==> src/rtl/rvga_types.sv <==
// Shared load/store types: bus FSM states, funct3 encodings, lane and legality helpers.
package rvga_types;

  typedef logic [31:0] rvga_word;
  typedef logic [2:0]  rvga_funct3;
  typedef logic [3:0]  rvga_be;

  typedef enum logic [1:0] {IDLE, ISSUE, WAIT, RESP} rvga_mem_state_e;

  localparam rvga_funct3 F3_LB  = 3'b000;
  localparam rvga_funct3 F3_LH  = 3'b001;
  localparam rvga_funct3 F3_LW  = 3'b010;
  localparam rvga_funct3 F3_LBU = 3'b100;
  localparam rvga_funct3 F3_LHU = 3'b101;
  localparam rvga_funct3 F3_SB  = 3'b000;
  localparam rvga_funct3 F3_SH  = 3'b001;
  localparam rvga_funct3 F3_SW  = 3'b010;

  typedef struct packed {
    logic       we;
    rvga_funct3 op;
    rvga_word   addr;
    rvga_word   data;
  } rvga_mem_req_t;

  // op[1:0] encodes access size for both loads and stores: 00 byte, 01 half, 10 word.
  function automatic logic rvga_is_misaligned(input rvga_funct3 op, input logic [1:0] off);
    case (op[1:0])
      2'b01:   return off[0];
      2'b10:   return off != 2'b00;
      default: return 1'b0;
    endcase
  endfunction

  function automatic logic rvga_is_illegal(input logic we, input rvga_funct3 op);
    if (we) return op != F3_SB && op != F3_SH && op != F3_SW;
    return op != F3_LB && op != F3_LH && op != F3_LW && op != F3_LBU && op != F3_LHU;
  endfunction

  function automatic rvga_be rvga_be_gen(input rvga_funct3 op, input logic [1:0] off);
    case (op[1:0])
      2'b00:   return rvga_be'(4'b0001 << off);
      2'b01:   return rvga_be'(4'b0011 << off);
      default: return 4'b1111;
    endcase
  endfunction

endpackage

==> src/rtl/memory_slicer.sv <==
// Combinational load extension and store truncation; zero latency, no flow control.
module memory_slicer
  import rvga_types::*;
(
  input  rvga_funct3 op_i,
  input  rvga_word   ld_data_i,
  input  rvga_word   st_data_i,
  output rvga_word   ld_result_o,
  output rvga_word   st_result_o
);

  always_comb begin
    ld_result_o = '0;
    st_result_o = '0;
    case (op_i)
      F3_LB:   ld_result_o = {{24{ld_data_i[7]}}, ld_data_i[7:0]};
      F3_LH:   ld_result_o = {{16{ld_data_i[15]}}, ld_data_i[15:0]};
      F3_LW:   ld_result_o = ld_data_i;
      F3_LBU:  ld_result_o = {24'b0, ld_data_i[7:0]};
      F3_LHU:  ld_result_o = {16'b0, ld_data_i[15:0]};
      default: ld_result_o = '0;
    endcase
    case (op_i[1:0])
      2'b00:   st_result_o = {24'b0, st_data_i[7:0]};
      2'b01:   st_result_o = {16'b0, st_data_i[15:0]};
      default: st_result_o = st_data_i;
    endcase
  end

endmodule

==> src/rtl/memory_access_ctrl.sv <==
// Single-outstanding load/store sequencer to the dmem bus; min latency 3 cycles (1 if rejected).
// Backpressure: req_ready_o only in IDLE; response held until resp_ready_i, grant wait unbounded.
module memory_access_ctrl
  import rvga_types::*;
#(
  parameter int TIMEOUT_CYCLES = 255,
  parameter int TIMEOUT_W      = $clog2(TIMEOUT_CYCLES + 1)
) (
  input  logic        clk_i,
  input  logic        reset_n_i,
  input  logic        req_v_i,
  output logic        req_ready_o,
  input  logic        req_we_i,
  input  logic [2:0]  req_op_i,
  input  logic [31:0] req_addr_i,
  input  logic [31:0] req_data_i,
  output logic        resp_v_o,
  input  logic        resp_ready_i,
  output logic [31:0] resp_data_o,
  output logic        resp_misalign_o,
  output logic        resp_err_o,
  output logic        mem_req_o,
  input  logic        mem_gnt_i,
  output logic        mem_we_o,
  output logic [3:0]  mem_be_o,
  output logic [31:0] mem_addr_o,
  output logic [31:0] mem_wdata_o,
  input  logic        mem_rvalid_i,
  input  logic [31:0] mem_rdata_i
);

  rvga_mem_state_e      state_q, state_d;
  rvga_mem_req_t        req_q, req_d;
  logic [TIMEOUT_W-1:0] cnt_q, cnt_d;
  rvga_word             resp_data_q, resp_data_d;
  logic                 resp_misalign_q, resp_misalign_d;
  logic                 resp_err_q, resp_err_d;

  logic [1:0] off;
  rvga_word   ld_shifted;
  rvga_word   ld_result;
  rvga_word   st_result;

  assign off        = req_q.addr[1:0];
  assign ld_shifted = mem_rdata_i >> {off, 3'b000};

  memory_slicer u_slicer (
    .op_i        (req_q.op),
    .ld_data_i   (ld_shifted),
    .st_data_i   (req_q.data),
    .ld_result_o (ld_result),
    .st_result_o (st_result)
  );

  always_comb begin
    state_d         = state_q;
    req_d           = req_q;
    cnt_d           = cnt_q;
    resp_data_d     = resp_data_q;
    resp_misalign_d = resp_misalign_q;
    resp_err_d      = resp_err_q;

    req_ready_o     = 1'b0;
    mem_req_o       = 1'b0;
    mem_we_o        = 1'b0;
    mem_be_o        = '0;
    mem_addr_o      = '0;
    mem_wdata_o     = '0;
    resp_v_o        = 1'b0;
    resp_data_o     = '0;
    resp_misalign_o = 1'b0;
    resp_err_o      = 1'b0;

    case (state_q)
      IDLE: begin
        req_ready_o = 1'b1;
        if (req_v_i) begin
          req_d = '{we: req_we_i, op: req_op_i, addr: req_addr_i, data: req_data_i};
          if (rvga_is_misaligned(req_op_i, req_addr_i[1:0]) ||
              rvga_is_illegal(req_we_i, req_op_i)) begin
            state_d         = RESP;
            resp_misalign_d = 1'b1;
            resp_err_d      = 1'b0;
            resp_data_d     = '0;
          end else begin
            state_d = ISSUE;
          end
        end
      end
      ISSUE: begin
        mem_req_o   = 1'b1;
        mem_we_o    = req_q.we;
        mem_be_o    = req_q.we ? rvga_be_gen(req_q.op, off) : 4'b1111;
        mem_addr_o  = {req_q.addr[31:2], 2'b00};
        mem_wdata_o = st_result << {off, 3'b000};
        if (mem_gnt_i) begin
          state_d = WAIT;
          cnt_d   = '0;
        end
      end
      WAIT: begin
        // A response arriving on the timeout cycle still wins.
        if (mem_rvalid_i) begin
          state_d         = RESP;
          resp_data_d     = req_q.we ? '0 : ld_result;
          resp_misalign_d = 1'b0;
          resp_err_d      = 1'b0;
        end else if (cnt_q == TIMEOUT_W'(TIMEOUT_CYCLES - 1)) begin
          state_d         = RESP;
          resp_data_d     = '0;
          resp_misalign_d = 1'b0;
          resp_err_d      = 1'b1;
        end else begin
          cnt_d = cnt_q + TIMEOUT_W'(1);
        end
      end
      RESP: begin
        resp_v_o        = 1'b1;
        resp_data_o     = resp_data_q;
        resp_misalign_o = resp_misalign_q;
        resp_err_o      = resp_err_q;
        if (resp_ready_i) state_d = IDLE;
      end
      default: state_d = IDLE;
    endcase
  end

  always_ff @(posedge clk_i) begin
    if (!reset_n_i) begin
      state_q         <= IDLE;
      req_q           <= '0;
      cnt_q           <= '0;
      resp_data_q     <= '0;
      resp_misalign_q <= 1'b0;
      resp_err_q      <= 1'b0;
    end else begin
      state_q         <= state_d;
      req_q           <= req_d;
      cnt_q           <= cnt_d;
      resp_data_q     <= resp_data_d;
      resp_misalign_q <= resp_misalign_d;
      resp_err_q      <= resp_err_d;
    end
  end

endmodule

==> config.mk <==
export PLATFORM = sky130hd
export DESIGN_NAME = memory_access_ctrl
export DESIGN_NICKNAME = d
export VERILOG_FILES = /design/src/rtl/rvga_types.sv /design/src/rtl/memory_slicer.sv /design/src/rtl/memory_access_ctrl.sv
export SDC_FILE = /design/constraint.sdc
export NUM_CORES = 1
export LEC_CHECK = 0
export BUFFER_PORTS_ARGS = -buffer_cell sky130_fd_sc_hd__buf_4
export CORE_ASPECT_RATIO = 1.75
export CORE_UTILIZATION = 55
export CTS_CLUSTER_DIAMETER = 200
export DETAILED_ROUTE_END_ITERATION = 8
export PLACE_DENSITY = 0.86
export REMOVE_ABC_BUFFERS = 1
export SYNTH_ARGS = -nofsm -noshare
export SYNTH_HDL_FRONTEND = slang
export SYNTH_SLANG_ARGS = --single-unit
==> constraint.sdc <==
create_clock -name clk_i -period 3.6 [get_ports clk_i]
set_clock_uncertainty 0.2 [all_clocks]
set_input_delay 0.36 -clock clk_i [delete_from_list [all_inputs] [get_ports clk_i]]
set_output_delay 0.36 -clock clk_i [all_outputs]
set_load 0.05 [all_outputs]
---- Word level (Yosys, flattened, before mapping) ----
Index checks and enable logic that the tools add are counted.
cells by class
  equality and inequality tests ........... 22
  reduce and logical (&&, ||, !) cells .... 16
  add/sub/neg operators ................... 1
  shifts and indexed selects .............. 4
  muxes and demuxes ....................... 51
operators by type and width
  operator                                                          count
  32-bit two-way mux                                                8
  32-bit one-hot mux with 5 select lines                            1
  32-bit one-hot mux with 2 select lines                            2
  32-bit by 5-bit left shift with 32-bit output                     1
  32-bit by 5-bit >> shifter with 32-bit output                     1
  8-bit two-way mux                                                 3
  1-bit two-way mux                                                 23
  8-bit one-hot mux with 2 select lines                             1
  2-bit two-way mux                                                 6
  2-bit inequality test (second input constant)                     6
  4-bit AND reduction                                               3
  3-bit inequality test (second input constant)                     3
  8-bit by 1-bit adder with 8-bit output (second input constant)    1
  8-bit == test (second input constant)                             1
  4-bit two-way mux                                                 2
  2-bit one-hot mux with 4 select lines                             1
  4-bit one-hot mux with 2 select lines                             1
  2-bit by 1-bit == test with 1-bit output (second input constant)  3
  2-bit == test (second input constant)                             3
  3-bit == test (second input constant)                             2
  1-bit one-hot mux with 2 select lines                             3
  2-bit nonzero test                                                3
  1-bit logical AND                                                 4
  2-bit zero test                                                   2
  other kinds (10)                                                  10
word-level totals
  word-level logic and storage cells ...... 103
  output and inout port bits .............. 106
  bits of input ports ..................... 106
  register bits after elaboration ......... 112

---- Longest topological paths before layout ----
Gate-level depths: netlist (run 1).
  depth after elaboration ................. 12
  gate-level depth with buffers ........... 9
  depth with buffers taken out ............ 7

---- By module ----
Synthesis (run 1) repeated with hierarchy kept, for this count alone.
unflattened totals
  cell total of the unflattened synthesis .. 905
  area, all modules ....................... 6929.1 µm²
modules (own cells, without submodules)
  module              instances  sequential area each (µm²)  area each (µm²)  cells an instance
  memory_access_ctrl  1          2242.2                      6072.1           799
  memory_slicer       1          0.0                         857.1            106

---- Least setup slack after synthesis (run 1) ----
Ideal clock, no wire load.
  path type ............................... register to output
  start point ............................. register state_q[1]
  end point ............................... output port mem_wdata_o[30]
  data arrival time ....................... 2651 ps
  slack ................................... 389 ps
  path buffers ............................ 2
  required time ........................... 3040 ps
  cell stages (with the launch flop) ...... 7
  path through ............................ dfxtp_1 > inv_1 > ha_1 > clkbuf_1 > nand2b_1 > clkbuf_1 > o32ai_1
on the way
  word-level cells in the longest chain between the ends .. 2
ends and longest elaborated chain
  what                                      line                       RTL
  from (decl)                               memory_access_ctrl.sv:32   rvga_mem_state_e state_q, state_d;
  from (signal assigned)                    memory_access_ctrl.sv:137  state_q <= state_d;
  2-bit by 1-bit == test with 1-bit output  memory_access_ctrl.sv:74   case (state_q)
  32-bit two-way mux                        memory_access_ctrl.sv:74
  to (decl)                                 memory_access_ctrl.sv:27   output logic [31:0] mem_wdata_o,
No other way between the ends.

---- Final worst setup path (run 1) ----
  start point ............................. register req_q, in the netlist off[1]
  end point ............................... output port mem_wdata_o[16]
on the way
  word-level cells in the longest chain between the ends .. 2
ends and longest elaborated chain
  what                                           line                       RTL
  from (decl)                                    memory_access_ctrl.sv:33   rvga_mem_req_t req_q, req_d;
  from (signal assigned)                         memory_access_ctrl.sv:138  req_q <= req_d;
  32-bit by 5-bit left shift with 32-bit output  memory_access_ctrl.sv:95   mem_wdata_o = st_result << {off, 3'b000};
  32-bit two-way mux                             memory_access_ctrl.sv:74
No other way between the ends.

==> flow_summary.json, run 1 <==
{
  "ir_drop_v": 0.0003830,
  "cts_max_path_buffers": 2,
  "io_pins": 212,
  "cap_violations": 0,
  "firstDrtPassIters": 4,
  "ys_types": 54,
  "run_status": "finished clean",
  "synth_seq_area_share": 0.3696,
  "cts_root_buf": "clkbuf_16",
  "synth-main-ff-cell": "dfxtp_1",
  "dpl.hpwl_mm": 11.95,
  "synth.top_cell.area_share": 0.3696,
  "ys_ff_latch": 112,
  "timing.final.max_slew_violations": 0,
  "synthCells": 791,
  "synth_top_family_by_area": "simple AND/OR/NAND/NOR gates",
  "grt_max_degree": 69,
  "grt-ovfl-total": 0,
  "power_frac_seq": 0.362,
  "clock_latency_ns": 0.35,
  "synth-compound-area-share": 0.2139,
  "postRouteAntennaNets": 0,
  "synth_top_cell_by_area": "dfxtp_1",
  "pwr-share-comb": 0.395,
  "tightest_slew_ns": 0.8062,
  "p_sw_w": 0.001753,
  "yosys-top-cells-area": "dfxtp_1, nand2_1, a21oi_1",
  "finalHoldViolCount": 0,
  "core_area_um2": 10700,
  "rows": 50,
  "p_total_w": 0.004263,
  "vias": 6127,
  "p_int_w": 0.002510,
  "syn-cell-area_um2": 6066,
  "grt_first_pass_wirelength_mm": 27.34,
  "die-height_um": 140.9,
  "rsz0062_at_grt": "false",
  "cp_max_fo": 22,
  "cts-resized-gates": 0,
  "h-tree-depth": 3,
  "synthMuxAreaShare": 0.05796,
  "track_usage": 0.3084,
  "numCtsBuffers": 9,
  "worst_ep_required_time_ns": 3.04,
  "yosysWarnings": 0,
  "cts_sinks": 112,
  "avgViaCountPerCell": 5.595,
  "tritoncts": "done",
  "fin_ws_ns": 0.6897,
  "io_buffers": 209,
  "clkPwrFrac": 0.243,
  "cts_hold_buf": 0,
  "fillerInstances": 862,
  "postCtsSetupBuffers": 0,
  "wirelength_mm": 17.19,
  "die_area_um2": 11470,
  "post-route-period-util": 0.8084,
  "avgSynthCellArea_um2": 7.669,
  "clock.fmax_mhz": 343.6,
  "cp-start-kind": "flop",
  "remaining_drc_errors": 0,
  "dpl_worst_slack_ns": 1.140,
  "drtIter0Drc": 349,
  "place_inst": 1080,
  "timing.slew.headroom": 0.4614,
  "gp_congestion": 0.8895,
  "critical_path_class": "reg2out",
  "arrival_ns": 2.35,
  "instances_no_fill": 1095,
  "wl_per_cell_um": 15.70,
  "initial_core_util": 0.5670,
  "synth-edff-count": 0,
  "synthXorXnorAreaFrac": 0.002888,
  "n_antenna_cell": 0,
  "power_leakage_nw": 3.259,
  "area_growth_pct": 30.20,
  "synth-simple-area-share": 0.2814,
  "fin_crit_ns": 2.910,
  "first_global_vias": 5842,
  "area.sequential_um2": 2245,
  "clkTransAtPathRegs_ns": 0.07,
  "swShare": 0.4112,
  "hold_class": "in2reg",
  "antenna_found_initial": 0,
  "synth-adder-area-share": 0.01856,
  "setup_viol": 0,
  "nNetsFinal": 1076,
  "die_w_um": 81.39,
  "postSynth.asyncResetShare": 0,
  "drive_gt1_frac": 0.2829,
  "p_per_area_nw_per_um2": 539.8,
  "endpoint_kind": "output pin",
  "finish.utilization": 0.7382,
  "multiInputGateArea_um2": 3497
}
-- state kept, by name, summed over array words and instances, names as in the netlist --
| name | cells |
|---|---|
| cnt_q | 8 |
| off | 2 |
| req_q | 66 |
| resp_data_q | 32 |
| resp_err_q | 1 |
| resp_misalign_q | 1 |
| state_q | 2 |
-- power by group through the flow --
stage | Sequential, W | Combinational [W] | Clock [W]
finish | 0.00154 | 0.00168 | 0.00104
global route | 0.00156 | 0.00183 | 0.00109
CTS | 0.00154 | 0.00168 | 0.00104
detailed placement | 0.00157 | 0.00167 | 0
global placement | 0.00156 | 0.00166 | 0
floorplan | 0.00155 | 0.00111 | 0
-- synthesized netlist by cell type (all sizes together) (3+ instances only) --
cell type	count
nor3	3
o211ai	8
nand3	19
and3	8
a21boi	11
nand2	196
nor2b	17
o21ai	43
and2	76
ha	9
mux2	17
nor2	16
dfxtp	112
or3	6
o2bb2ai	24
mux2i	16
clkbuf	39
a21oi	108
nand2b	6
inv	10
buf	23
-- path summary, 6_finish.rpt --
check	from	to	slack, ns	depth (start not counted)
min reg2reg	req_q[36]$_SDFFE_PN0P_	req_q[36]$_SDFFE_PN0P_	0.25	2
min	req_addr_i[4]	req_q[36]$_SDFFE_PN0P_	0.04	3
max reg2reg	req_q[65]$_SDFFE_PN0P_	resp_data_q[16]$_SDFFE_PN0P_	1.06	5
max	off[1]$_SDFFE_PN0P_	mem_wdata_o[16]	0.69	5
-- layer usage --
| layer | vias up | track usage | wire length [um] |
|---|---|---|---|
| li1 | 3004 | - | - |
| met5 | - | 0 | 0 |
| met1 | 2798 | 0.3272 | 6349 |
| met4 | 0 | 0.1833 | 898 |
| met2 | 258 | 0.5307 | 8666 |
| met3 | 67 | 0.07832 | 1280 |
-- cell type report --
cell class                      count  share of cell area
Tap cell                          130             0.02060
Sequential cell                   112              0.2842
Multi-Input combinational cell    608              0.4428
Clock inverter                      5            0.008238
Clock buffer                       10             0.03026
Timing Repair Buffer              220              0.2091
Inverter                           10            0.004753
-- through the flow --
stage	setup TNS [ns]	cell area, um^2	hold WS [ns]
2_1_floorplan	-0.4453	5773	0.2242
3_3_place_gp	0	7594	0.2357
3_5_place_dp	0	7594	0.2389
4_1_cts	0	7898	0.04562
5_1_grt	0	7898	0.04158
6_report	0	7898	0.04470
-- kinds of logic after synthesis --
kind of cell    after synthesis
fa+ha+maj                     9
compound gates              210
buf+inv                      72
flops                       112
mux                          33
simple gates                352
xor+xnor                      2
other cells                   1
-- worst max-delay path, stage by stage (launching register included) --
cell,delay [ns]
dfxtp_2,0.68
nor2b_1,0.72
nand2_1,0.11
o21ai_0,0.10
and3_1,0.19
buf_4,0.20
-- placed cells by master, fill, tap and decap left out, types with 6 or more instances in the layout --
master | synthesis | final
o21ai_0 | 41 | 41
buf_4 | 6 | 220
o211ai_1 | 8 | 8
nor2_1 | 16 | 16
nor2b_1 | 16 | 16
and3_1 | 8 | 8
clkbuf_16 | 0 | 9
a21boi_0 | 11 | 11
and2_1 | 76 | 75
a21oi_1 | 107 | 107
mux2i_1 | 16 | 16
dfxtp_1 | 112 | 110
nand2_1 | 195 | 194
or3_1 | 6 | 6
o2bb2ai_1 | 23 | 23
mux2_2 | 17 | 17
ha_1 | 9 | 9
nand2b_1 | 6 | 6
inv_1 | 10 | 9
nand3_1 | 18 | 18
Power figures use the tool's default switching activity.
==> run 2, diff against run 1 <==
Settings changed: CORE_UTILIZATION 55 to 51, PLACE_DENSITY 0.86 to 0.8.
Clock period 3.6 ns to 2.92 ns, I/O delays scaled along.
==> run 2 against run 1 <==
The flow now finishes with violations (design-rule violations). Critical path depth is 2 higher. Core utilization fell by 0.60 points. Hold slack lost 0.035 ns. Clock power is 32% higher. Critical endpoint is now mem_wdata_o[2]. Global-route usage fell by 0.085 points. Non-clock buffer count rose by 55. Sequential power is 23% higher. Sequential share of layout area fell by 2.0 points.
==> flow_summary.json, run 2 (synthesized netlist as in run 1, its figures left out) <==
{
  "run_status": "finished, violations left",
  "failed_checks": "design-rule violations",
  "clock_latency_ns": 0.34,
  "largest_register_ffs": 66,
  "postRouteAntennaNets": 0,
  "h-tree-depth": 3,
  "io_pins": 212,
  "timing.final.max_slew_violations": 0,
  "gp_congestion": 0.8575,
  "endpoint_kind": "output pin",
  "final_common_cell": "buf_4",
  "fillerInstances": 900,
  "clkPwrFrac": 0.250,
  "grt_max_degree": 69,
  "numCtsBuffers": 9,
  "firstDrtPassIters": 7,
  "cap_violations": 0,
  "rsz0062_at_grt": "false",
  "hold_class": "in2reg",
  "drtIter0Drc": 315,
  "cts_root_buf": "clkbuf_16",
  "worst_r2r_endpoint": "resp_data_q[2]$_SDFFE_PN0P_",
  "critical_path_class": "reg2out",
  "die_w_um": 84.44,
  "cp-start-kind": "flop",
  "initial_core_util": 0.5238,
  "post-route-period-util": 0.8855,
  "hold_ws_ns": 0.009692,
  "cts_max_path_buffers": 2,
  "avgViaCountPerCell": 5.605,
  "io_buffers": 209,
  "rows": 52,
  "r2r-start": "state_q[0]$_SDFFE_PN0P_",
  "min_path_cells": 3,
  "track_usage": 0.3075,
  "fin_crit_ns": 2.586,
  "drive_gt1_frac": 0.2733,
  "swShare": 0.4041,
  "postCtsSetupBuffers": 0,
  "cts_hold_buf": 50,
  "dpl.hpwl_mm": 12.38,
  "die-height_um": 146.3,
  "ff2ff_path_depth": 7,
  "min_to": "req_q[63]$_SDFFE_PN0P_",
  "wirelength_mm": 19.20,
  "first_global_vias": 6334,
  "cp_max_fo": 10,
  "regMostFlops": "req_q",
  "pwr-share-comb": 0.402,
  "multiInputGateArea_um2": 3497,
  "n_antenna_cell": 0,
  "reg.largest.list": "req_q x66, resp_data_q x32, cnt_q x8",
  "p_per_area_nw_per_um2": 643.0,
  "core_area_um2": 11580,
  "setup_tns_ns": 0,
  "arrival_ns": 2.09,
  "min-delay-start": "req_addr_i[31]",
  "antenna_found_initial": 0,
  "grt-ovfl-total": 0,
  "p_sw_w": 0.002203,
  "die_area_um2": 12350,
  "finalHoldViolCount": 0,
  "area.sequential_um2": 2245,
  "cts_sinks": 112,
  "p_int_w": 0.003249,
  "ir_drop_v": 0.0005168,
  "tritoncts": "done",
  "setup_viol": 0,
  "timing.slew.headroom": 0.5041,
  "final_cell_mix": "buf_4, nand2_1, dfxtp_1",
  "remaining_drc_errors": 10,
  "finish.utilization": 0.7323,
  "wl_per_cell_um": 16.61,
  "worst_ep_required_time_ns": 2.43,
  "cts-resized-gates": 0,
  "tightest_slew_ns": 0.7411,
  "vias": 6479,
  "clock.fmax_mhz": 386.8,
  "power_leakage_nw": 3.513,
  "power_frac_seq": 0.348,
  "r2r_slack_ns": 0.45,
  "area_growth_pct": 39.81,
  "clkTransAtPathRegs_ns": 0.08,
  "grt_first_pass_wirelength_mm": 30.14,
  "nNetsFinal": 1131
}
==> run 2: cell count changes in the layout (fill, tap and decap cells not counted), sizes merged <==
| cell | previous run | this run |
|---|---|---|
| bufinv | 1 | 2 |
| clkinv | 2 | 3 |
| buf | 220 | 225 |
| dlygate4sd3 | 0 | 50 |
| inv | 12 | 11 |
==> run 2: layer usage <==
layer	share of wire	track usage	wire, um	vias to the layer above
li1	-	-	-	3120
met1	0.35	0.3113	6754	3021
met4	0.056	0.2059	1072	0
met2	0.53	0.5557	10190	266
met5	0	0	0	-
met3	0.062	0.06897	1183	72
==> run 2: how the worst max path moves through the flow <==
stage | from | to | slack (ns) | depth (start not counted)
3_3_place_gp | state_q[0]$_SDFFE_PN0P_ | resp_data_q[2]$_SDFFE_PN0P_ | 0.54 | 7
6_report | state_q[1]$_SDFFE_PN0P_ | mem_wdata_o[2] | 0.33 | 7
5_1_grt | req_q[65]$_SDFFE_PN0P_ | mem_wdata_o[29] | 0.18 | 6
2_1_floorplan | off[0]$_SDFFE_PN0P_ | mem_be_o[2] | -0.92 | 3
3_5_place_dp | state_q[0]$_SDFFE_PN0P_ | resp_data_q[2]$_SDFFE_PN0P_ | 0.49 | 7
4_1_cts | req_q[65]$_SDFFE_PN0P_ | mem_wdata_o[24] | 0.35 | 6
==> run 2: cell type report <==
class                   count  share of cell area
inverters                  10            0.004426
well taps                 135             0.01992
multi-input cells         608              0.4124
clock inverters             6             0.01077
flip-flops and latches    112              0.2647
repair buffers            275              0.2597
clock buffers              10             0.02818
==> run 2: worst max-delay path: stages (launching register included) <==
cell and delay, ns:
dfxtp_1 0.34, inv_1 0.08, ha_1 0.20, nand2b_1 0.07, buf_4 0.17, nor2_1 0.46, and2_1 0.22, buf_4 0.20
==> run 2: power groups by stage <==
stage	Clock, W	Sequential (W)	Combinational [W]
after floorplan	0	0.00192	0.00137
after global placement	0	0.00191	0.00208
after detailed placement	0	0.00192	0.00211
after CTS	0.00138	0.00189	0.00217
after global routing	0.00144	0.00192	0.00237
final	0.00137	0.00190	0.00219
==> run 2: metrics by stage <==
stage	instance area, um^2	total power [W]	setup WS (ns)	std cells
floorplan	5773	0.003287	-0.9232	730
global placement	7650	0.003990	0.5361	1090
detailed placement	7650	0.004030	0.4858	1090
CTS	8481	0.005438	0.3521	1156
global route	8481	0.005728	0.1770	1156
finish	8481	0.005453	0.3344	1156
